## config.mk

```make
export PLATFORM = sky130hd
export DESIGN_NAME = imem_loader_flat
export DESIGN_NICKNAME = d
export VERILOG_FILES = /design/src/rtl/imem_loader_if.sv /design/src/rtl/imem_loader.sv /design/src/flat_wrapper.sv
export SDC_FILE = /design/constraint.sdc
export NUM_CORES = 1
export LEC_CHECK = 0
export CAP_MARGIN = 0
export CORE_ASPECT_RATIO = 1.5
export CORE_MARGIN = 2
export CORE_UTILIZATION = 53
export DETAILED_ROUTE_END_ITERATION = 10
export GPL_ROUTABILITY_DRIVEN = 0
export PLACE_DENSITY = 0.81
export SLEW_MARGIN = 5
export SYNTH_ARGS = -nofsm -noshare
export SYNTH_HDL_FRONTEND = slang
export SYNTH_SLANG_ARGS = --single-unit
```

## constraint.sdc

```tcl
create_clock -name clock -period 3.3 [get_ports clock]
set_input_delay 0.495 -clock clock [delete_from_list [all_inputs] [get_ports clock]]
set_output_delay 0.495 -clock clock [all_outputs]
set_load 0.02 [all_outputs]
```

## src/rtl/imem_loader_if.sv

```systemverilog
// Byte-stream ingress plus instruction-memory write port of the boot loader.
// Pure wiring; no latency. Stream uses byte_valid/byte_ready, the memory port is fire-and-forget.
interface imem_loader_if;
    logic [7:0]  byte_data;
    logic        byte_valid;
    logic        byte_ready;
    logic [31:0] mem_addr;
    logic        mem_en;
    logic        mem_wr;
    logic [31:0] mem_wdata;

    // master: the loader (drives memory, sinks the byte stream)
    modport master (
        input  byte_data, byte_valid,
        output byte_ready, mem_addr, mem_en, mem_wr, mem_wdata
    );

    // slave: host byte source plus instruction memory
    modport slave (
        output byte_data, byte_valid,
        input  byte_ready, mem_addr, mem_en, mem_wr, mem_wdata
    );
endinterface

```

## src/rtl/imem_loader.sv

```systemverilog
// Boot loader: packs streamed bytes into 32-bit words and writes them to instruction memory.
// Latency: one write cycle after each 4th byte; >=5 cycles/word. byte_ready drops during WRITE/IDLE/DONE.
// Backpressure: source stalls indefinitely on byte_valid gaps; bytes are only consumed in COLLECT.
module imem_loader #(
    parameter logic [31:0] BASE_ADDR  = 32'h0000_0000,
    parameter int unsigned MAX_WORDS  = 1024,
    parameter int          BIG_ENDIAN = 1
) (
    input  logic              clock,
    input  logic              reset,
    input  logic              start,
    input  logic [15:0]       word_count,
    imem_loader_if.master     bus,
    output logic              cpu_reset_n,
    output logic              busy,
    output logic              done,
    output logic              err
);

    typedef enum logic [1:0] {IDLE, COLLECT, WRITE, DONE} state_t;

    state_t      state_q;
    logic [15:0] count_q;
    logic [15:0] idx_q;
    logic [1:0]  bidx_q;
    logic [31:0] asm_q;
    logic        byte_ready_q;
    logic        mem_en_q;
    logic        mem_wr_q;
    logic [31:0] mem_addr_q;
    logic [31:0] mem_wdata_q;
    logic        cpu_reset_n_q;
    logic        busy_q;
    logic        done_q;
    logic        err_q;

    logic [31:0] asm_d;
    logic        byte_fire;
    logic        wc_too_big;
    logic        last_word;

    always_comb begin
        asm_d = asm_q;
        if (BIG_ENDIAN != 0) asm_d = {asm_q[23:0], bus.byte_data};
        else                 asm_d = {bus.byte_data, asm_q[31:8]};
    end

    assign byte_fire  = bus.byte_valid && byte_ready_q;
    assign wc_too_big = 32'(word_count) > MAX_WORDS;
    assign last_word  = (idx_q == count_q - 16'd1);

    always_ff @(posedge clock or negedge reset) begin
        if (!reset) begin
            state_q       <= IDLE;
            count_q       <= '0;
            idx_q         <= '0;
            bidx_q        <= '0;
            asm_q         <= '0;
            byte_ready_q  <= 1'b0;
            mem_en_q      <= 1'b0;
            mem_wr_q      <= 1'b0;
            mem_addr_q    <= '0;
            mem_wdata_q   <= '0;
            cpu_reset_n_q <= 1'b0;
            busy_q        <= 1'b0;
            done_q        <= 1'b0;
            err_q         <= 1'b0;
        end else begin
            case (state_q)
                IDLE, DONE: begin
                    if (start) begin
                        if (wc_too_big) begin
                            err_q <= 1'b1;
                        end else if (word_count == 16'd0) begin
                            state_q       <= DONE;
                            done_q        <= 1'b1;
                            cpu_reset_n_q <= 1'b1;
                            busy_q        <= 1'b0;
                        end else begin
                            state_q       <= COLLECT;
                            count_q       <= word_count;
                            err_q         <= 1'b0;
                            idx_q         <= '0;
                            bidx_q        <= '0;
                            busy_q        <= 1'b1;
                            done_q        <= 1'b0;
                            cpu_reset_n_q <= 1'b0;
                            byte_ready_q  <= 1'b1;
                        end
                    end
                end
                COLLECT: begin
                    if (byte_fire) begin
                        asm_q  <= asm_d;
                        bidx_q <= bidx_q + 2'd1;
                        if (bidx_q == 2'd3) begin
                            state_q      <= WRITE;
                            byte_ready_q <= 1'b0;
                            mem_en_q     <= 1'b1;
                            mem_wr_q     <= 1'b1;
                            mem_addr_q   <= BASE_ADDR + {14'd0, idx_q, 2'b00};
                            mem_wdata_q  <= asm_d;
                        end
                    end
                end
                WRITE: begin
                    mem_en_q <= 1'b0;
                    mem_wr_q <= 1'b0;
                    idx_q    <= idx_q + 16'd1;
                    if (last_word) begin
                        state_q       <= DONE;
                        busy_q        <= 1'b0;
                        done_q        <= 1'b1;
                        cpu_reset_n_q <= 1'b1;
                    end else begin
                        state_q      <= COLLECT;
                        byte_ready_q <= 1'b1;
                    end
                end
                default: state_q <= IDLE;
            endcase
        end
    end

    assign bus.byte_ready = byte_ready_q;
    assign bus.mem_en     = mem_en_q;
    assign bus.mem_wr     = mem_wr_q;
    assign bus.mem_addr   = mem_addr_q;
    assign bus.mem_wdata  = mem_wdata_q;
    assign cpu_reset_n    = cpu_reset_n_q;
    assign busy           = busy_q;
    assign done           = done_q;
    assign err            = err_q;

endmodule

```

## src/flat_wrapper.sv

```systemverilog
// flat-port wrapper written by rule: the top's interface ports become plain ports
module imem_loader_flat 
#(
    parameter logic [31:0] BASE_ADDR  = 32'h0000_0000,
    parameter int unsigned MAX_WORDS  = 1024,
    parameter int          BIG_ENDIAN = 1
)
  (clock, reset, start, word_count, cpu_reset_n, busy, done, err, bus_byte_data, bus_byte_valid, bus_byte_ready, bus_mem_addr, bus_mem_en, bus_mem_wr, bus_mem_wdata);
  imem_loader_if bus_i ();
  input  logic clock;
  input  logic reset;
  input  logic start;
  input  logic [15:0] word_count;
  output logic cpu_reset_n;
  output logic busy;
  output logic done;
  output logic err;
  input wire logic [$bits(bus_i.byte_data)-1:0] bus_byte_data;
  input wire logic [$bits(bus_i.byte_valid)-1:0] bus_byte_valid;
  output wire logic [$bits(bus_i.byte_ready)-1:0] bus_byte_ready;
  output wire logic [$bits(bus_i.mem_addr)-1:0] bus_mem_addr;
  output wire logic [$bits(bus_i.mem_en)-1:0] bus_mem_en;
  output wire logic [$bits(bus_i.mem_wr)-1:0] bus_mem_wr;
  output wire logic [$bits(bus_i.mem_wdata)-1:0] bus_mem_wdata;
  assign bus_i.byte_data = bus_byte_data;
  assign bus_i.byte_valid = bus_byte_valid;
  assign bus_byte_ready = bus_i.byte_ready;
  assign bus_mem_addr = bus_i.mem_addr;
  assign bus_mem_en = bus_i.mem_en;
  assign bus_mem_wr = bus_i.mem_wr;
  assign bus_mem_wdata = bus_i.mem_wdata;
  imem_loader #(.BASE_ADDR(BASE_ADDR), .MAX_WORDS(MAX_WORDS), .BIG_ENDIAN(BIG_ENDIAN)) u_core (.clock(clock), .reset(reset), .start(start), .word_count(word_count), .bus(bus_i), .cpu_reset_n(cpu_reset_n), .busy(busy), .done(done), .err(err));
endmodule
```

# == After elaboration in Yosys (flattened, before gate mapping) ==
# Cells that the tools add are included.
# word_totals
inputBits,28
reg_bits,113
output_inout_bits,71
# op_classes
n_eq_ne,13
reduce_logical,17
n_bitwise,2
magnitude_cmp,1
n_addsub,3
muxes,38
# ops
op,count
16-bit 2-to-1 mux,3
16-bit case mux with 2 select lines,1
2-bit 2-to-1 mux,10
1-bit 2-to-1 mux,18
16-bit by 1-bit adder with 16-bit output (second input constant),1
16-bit == test,1
16-bit by 11-bit greater-than comparator with 1-bit output (second input constant),1
16-bit zero test,1
4-bit AND reduction,4
16-bit by 1-bit subtractor with 16-bit output (second input constant),1
3-bit AND reduction,3
2-bit by 1-bit inequality test with 1-bit output (second input constant),4
2-bit inequality test (second input constant),4
2-bit == test (second input constant),3
1-bit case mux with 2 select lines,3
2-bit case mux with 3 select lines,1
6-bit AND reduction,1
2-bit nonzero test,3
5-bit AND reduction,1
2-bit case mux with 2 select lines,1
1-bit case mux with 3 select lines,1
2-bit by 1-bit adder with 2-bit output (second input constant),1
2-bit by 1-bit == test with 1-bit output (second input constant),1
2-bit zero test,1
4 further kinds,5

# == Longest topological paths before layout ==
# depth
ltp_word,5
depth_mapped,9
mapped_depth_nobuf,9

# == Worst setup path after synthesis ==
# OpenSTA, ideal clock, no wires.
# synth_path
path_kind,input-to-reg
startpoint,in word_count[13]
endpoint,reg u_core.count_q[6]
slack_ns,0.918
t_arrival_ns,2.257
stages,5
path_buffers,1
t_required_ns,3.175
setup_time_ns,0.125
cell_sequence,nor4_1 -> o211ai_1 -> nor3_1 -> buf_2 -> mux2_2
# synth_via
elab_chain_cells,3
word_cells_on_any_way,5
classes_between,1 x order compare; 2 x bitwise; 2 x reduce/logical
# synth_rtl
element,line,text
start: declaration,flat_wrapper.sv:13,input logic [15:0] word_count;
16-bit by 11-bit greater-than comparator with 1-bit output or 16-bit zero test (tied branches),"imem_loader.sv:49, imem_loader.sv:74",
1-bit NOT (no source line),-,
4-bit AND reduction (no source line) *,-,
end signal: assignment,imem_loader.sv:81,count_q <= word_count;
end: declaration,imem_loader.sv:23,logic [15:0] count_q;
# Mark *: on every way between the ends. The rest lies on a longest branch, timed or not.
# A chain may end at the register's enable or synchronous reset.

# == Final worst setup path ==
# layout_path
startpoint,reg u_core.count_q[0]
endpoint,reg u_core.busy_q (netlist: u_core.busy)
# layout_via
elab_chain_cells,4
# layout_rtl
element,line,text
16-bit by 1-bit subtractor with 16-bit output,imem_loader.sv:50,assign last_word = (idx_q == count_q - 16'd1);
16-bit == test,imem_loader.sv:50,
2-bit by 1-bit inequality test with 1-bit output (no source line),-,
4-bit AND reduction (no source line),-,
end signal: assignment,imem_loader.sv:65,busy_q <= 1'b0;
end signal: assignment,imem_loader.sv:78,busy_q <= 1'b0;
end signal: assignment,imem_loader.sv:85,busy_q <= 1'b1;
end: declaration,imem_loader.sv:33,logic busy_q;
# No other way between the ends.

==> results <==
- Of the cells placed in the final design, the portion with a size suffix greater than 1 is 16.6%.
- The global-route congestion overflow total is 0.
- The tightest min-delay check is of the in2async type.
- In this run the remaining antenna-violating nets after routing total 0.
- The worst ir drop on vdd is 0.457 mV.
- At the end of the flow the core is filled with cells to 68.8%.
- The final number of max-transition violations is 0.
- The final antenna diode count is 0.
- The final wirelength is 11.9 mm.
- From bottom edge to top edge, the die measures 127 µm.
- The synthesis-to-layout area growth is 28.3%.
- The buffer count from post-CTS setup fixing is 0.
- The mean routed wirelength per cell is 16.3 µm.
- For this design, the slowest cell found on the critical path is dfrtp_1.
- The routed layout has 4,162 vias.
- OpenSTA, run right after detailed placement, puts the worst setup slack at 0.520 ns.
- In the post-synthesis netlist, the biggest area contributors are dfrtp_1, mux2_2, nand2_1.
- The DRC violation count after routing is 0.
- The worst setup path is of the reg2reg kind.
- Timing would allow up to 0.364 GHz.
- For the worst setup path, the data arrival time is 3.04 ns.
- Headroom to the max-slew limit came out at 34.8%.
- For the finished layout, the period the worst path requires is 2.75 ns.
- The number of warnings reported in the yosys synthesis log is 0.
- The actual slew at the worst max-slew pin is 0.977 ns.
- The total power per unit cell area is 894 nW/µm².
- Along the worst path, the maximum fanout reaches 5.
- The number of instances in the synthesized netlist is 518.
- The initial antenna violation count was 0.
- Counting flops with a built-in enable in the synthesized netlist gives 0.
- The number of instances in the placed design is 698.
- The clock tree root buffer cell is clkbuf_16.
- Dividing the synthesized area by the synthesized cell count gives 10.4 µm².
- The die covers 11,000 µm².
- The signal on the critical path passes through inv_1 > ha_1 > nor4b_4 > nor4b_1 > xnor2_1 > a211o_1 > nor3_1 > nand2_1 > a311o_1.
- The worst setup skew after layout is 0.00671 ns.
- The die is 86.3 µm wide.
- The via count of the first global-routing pass was 4,280.
- Counting along the longest clock path gives a buffer depth of 2.
- The clock net in this run drives a total of 113 sinks.
- The async set-or-reset flop fraction in the synthesized netlist is 100%.
- The largest net degree at the start of global routing is 76.
- The final cycle utilization of the critical path is 83.2%.
- The most used flip-flop cell after synthesis is dfrtp_1.
- The number of top-level pins is 99.
- The largest total area in the synthesized netlist belongs to dfrtp_1.
- The via density per instance is 5.70.
- The number of register bits inferred by synthesis is 113.
- The post-layout instance count excluding filler cells is 730.
- Setup violations remaining at the end of the flow were counted as 0.
- The core region is 10,000 µm².
- For flop-to-flop paths, the worst setup slack is 0.55 ns.
- The clock transition at the register clock pins on the worst setup and hold paths after CTS is 0.05 ns.
- The TritonCTS buffer count is 17.
- Hold repair after CTS inserted 0 buffers.
- Across the run, the number of max-cap violations was 0.
- The clock tree from TritonCTS is built.
- The fill cell instance count of the final layout is 758.
- The required time of the critical path is 3.59 ns.
- After layout, the worst setup slack is 0.554 ns.
- The total negative slack for setup checks is 0 ns.
- The number of cell rows is 45.
- The leakage power is 0.00323 µW.
- The first global-routing pass estimated 20.1 mm of wire.
- Across every metal layer, demand over resource in global routing totals 23.4%.
- The HPWL after detailed placement is 8.30 mm.
- The first routing iteration left 207 violations.
- The flow ran to the end, and the final reports show no timing, DRC or antenna violations.
- The net count of the finished layout is 634.
- Port buffering added 82 buffers.
- The number of unique standard cell types used by synthesis is 53.
- The worst flop-to-flop path startpoint is u_core.count_q[0].
- The clock tree synthesis step divided the H-tree into 4 levels.
- The final hold violation count is 0.
- Setup repair after global routing left no endpoint under its margin.
- The origin of the worst setup path is u_core.count_q[0].
- Summing the sequential cell areas from Yosys gives 52.6% of the chip area.
- The capturing element type of the critical path is a flip-flop.
- After synthesis, the largest area contributor takes up 52.6% of total cell area.
- The first TritonRoute pass finished after 4 iterations.
- The biggest cell delay along the critical path is 0.42 ns.
- After synthesis the cells add up to 5380 µm².
- The type of element launching the critical path is a flip-flop.
- The starting density of the core is 53.7%.
- The clock reaches the later pin of the worst-skew pair after 0.41 ns.
- Post-CTS repair changed the size of 0 cells.
-- per-layer routing --
metal  track usage [%]  share of wire, %  up-vias
li1                  -                 -     1924
met2              42.0                55      157
met1              25.8                38     2051
met3              6.27               4.5       30
met4              9.93               2.2        0
met5                 0                 0        -
-- sequential cells by signal (all words and copies together) (netlist names) --
register / count
u_core.state_q: 2
u_core.idx_q: 16
u_core.bus.mem_en: 1
u_core.bus.mem_addr: 16
u_core.cpu_reset_n: 1
u_core.bus.byte_ready: 1
u_core.bus.mem_wdata: 32
u_core.asm_q: 24
u_core.busy: 1
u_core.err: 1
u_core.bidx_q: 2
u_core.count_q: 16
-- cells in the final DEF (no fill, tap or decap), types with 3 or more instances in the layout --
master,count
nand2_1,107
clkbuf_16,17
inv_1,12
dfrtp_1,113
nand3_1,12
o21a_1,3
nor2_1,23
nand4_1,4
nor4_1,9
and2_1,7
o211ai_1,3
xor2_1,6
a31oi_1,5
a21oi_1,11
nor3_1,12
clkdlybuf4s50_1,81
mux2i_1,6
clkinv_2,4
buf_4,8
nor4b_1,3
o21ai_0,24
and3_1,6
conb_1,16
o31ai_1,3
mux2_2,54
xnor2_1,13
bufinv_16,5
ha_1,6
-- metrics by stage --
step / area [µm²] / total power, µW / hold slack, ns
floorplan: 5440 / 3390 / 0.199
finish: 6900 / 6170 / 0.236
global route: 6900 / 6520 / 0.318
CTS: 6900 / 6200 / 0.276
detailed placement: 6250 / 4180 / 0.462
global placement: 6250 / 4070 / 0.454
-- kinds of logic after synthesis --
kind of cell	count (synthesis)	share of synthesized area (%)
AND/OR/NAND/NOR	200	17.7
flip-flops	113	52.6
AO/OA/AOI/OAI	65	7.65
multiplexers	60	12.4
buffers and inverters	54	5.05
XOR/XNOR	19	3.09
adder cells (fa/ha/maj)	6	1.40
other	1	0.0697
-- layout make-up --
class | count | area, µm² | share of cell area [%]
clock buffer | 18 | 439 | 6.37
multi-input combinational | 366 | 2340 | 33.9
inverter | 12 | 45.0 | 0.653
sequential | 113 | 2830 | 41.0
timing repair buffer | 90 | 891 | 12.9
clock inverter | 14 | 211 | 3.06
tap | 117 | 146 | 2.12
-- path summary, 6_finish.rpt --
path                                            endpoint  cells past startpoint
worst max register to register               u_core.busy                      9
min in group clock                      u_core.asm_q[23]                      2
worst min register to register          u_core.asm_q[23]                      2
max in group asynchronous        u_core.bus.mem_wdata[9]                      2
worst min-delay path            u_core.bus.mem_wdata[30]                      1
worst max-delay path                         u_core.busy                      9
-- cells in the mapped netlist, types with 2 or more instances --
cell type	n
nand3b_1	2
and3_1	6
buf_4	18
nor4_1	9
and2_1	7
xor2_1	6
o21a_1	3
nand2_1	108
inv_1	12
nor2b_1	2
a22oi_1	2
nor2_1	23
nor3_1	12
ha_1	6
dfrtp_1	113
buf_1	6
xnor2_1	13
nand3_1	12
a41oi_1	2
mux2_2	54
nand4_1	4
a21oi_1	11
or2_2	2
nor4b_1	3
o311ai_0	2
mux2i_1	6
o31ai_1	3
clkbuf_1	17
a31oi_1	5
o211ai_1	3
o21ai_0	24
-- worst max-delay path: cells and delay by family (launching register included) --
| kind | cells | cell delay, ns |
|---|---|---|
| and+or+nand+nor | 4 | 1.09 |
| AOI/OAI and AO/OA | 2 | 0.65 |
| DFF | 1 | 0.42 |
| adders and majority gates | 1 | 0.23 |
| xor gates and xnor gates | 1 | 0.14 |
| buffers and inverters | 1 | 0.09 |
-- report_power, final --
group	switching, µW	leakage [µW]	internal, µW
sequential	377	0.00148	1810
clock	628	0.000316	1360
combinational	1080	0.00144	911
No activity file was read; power rests on OpenSTA's default activity.
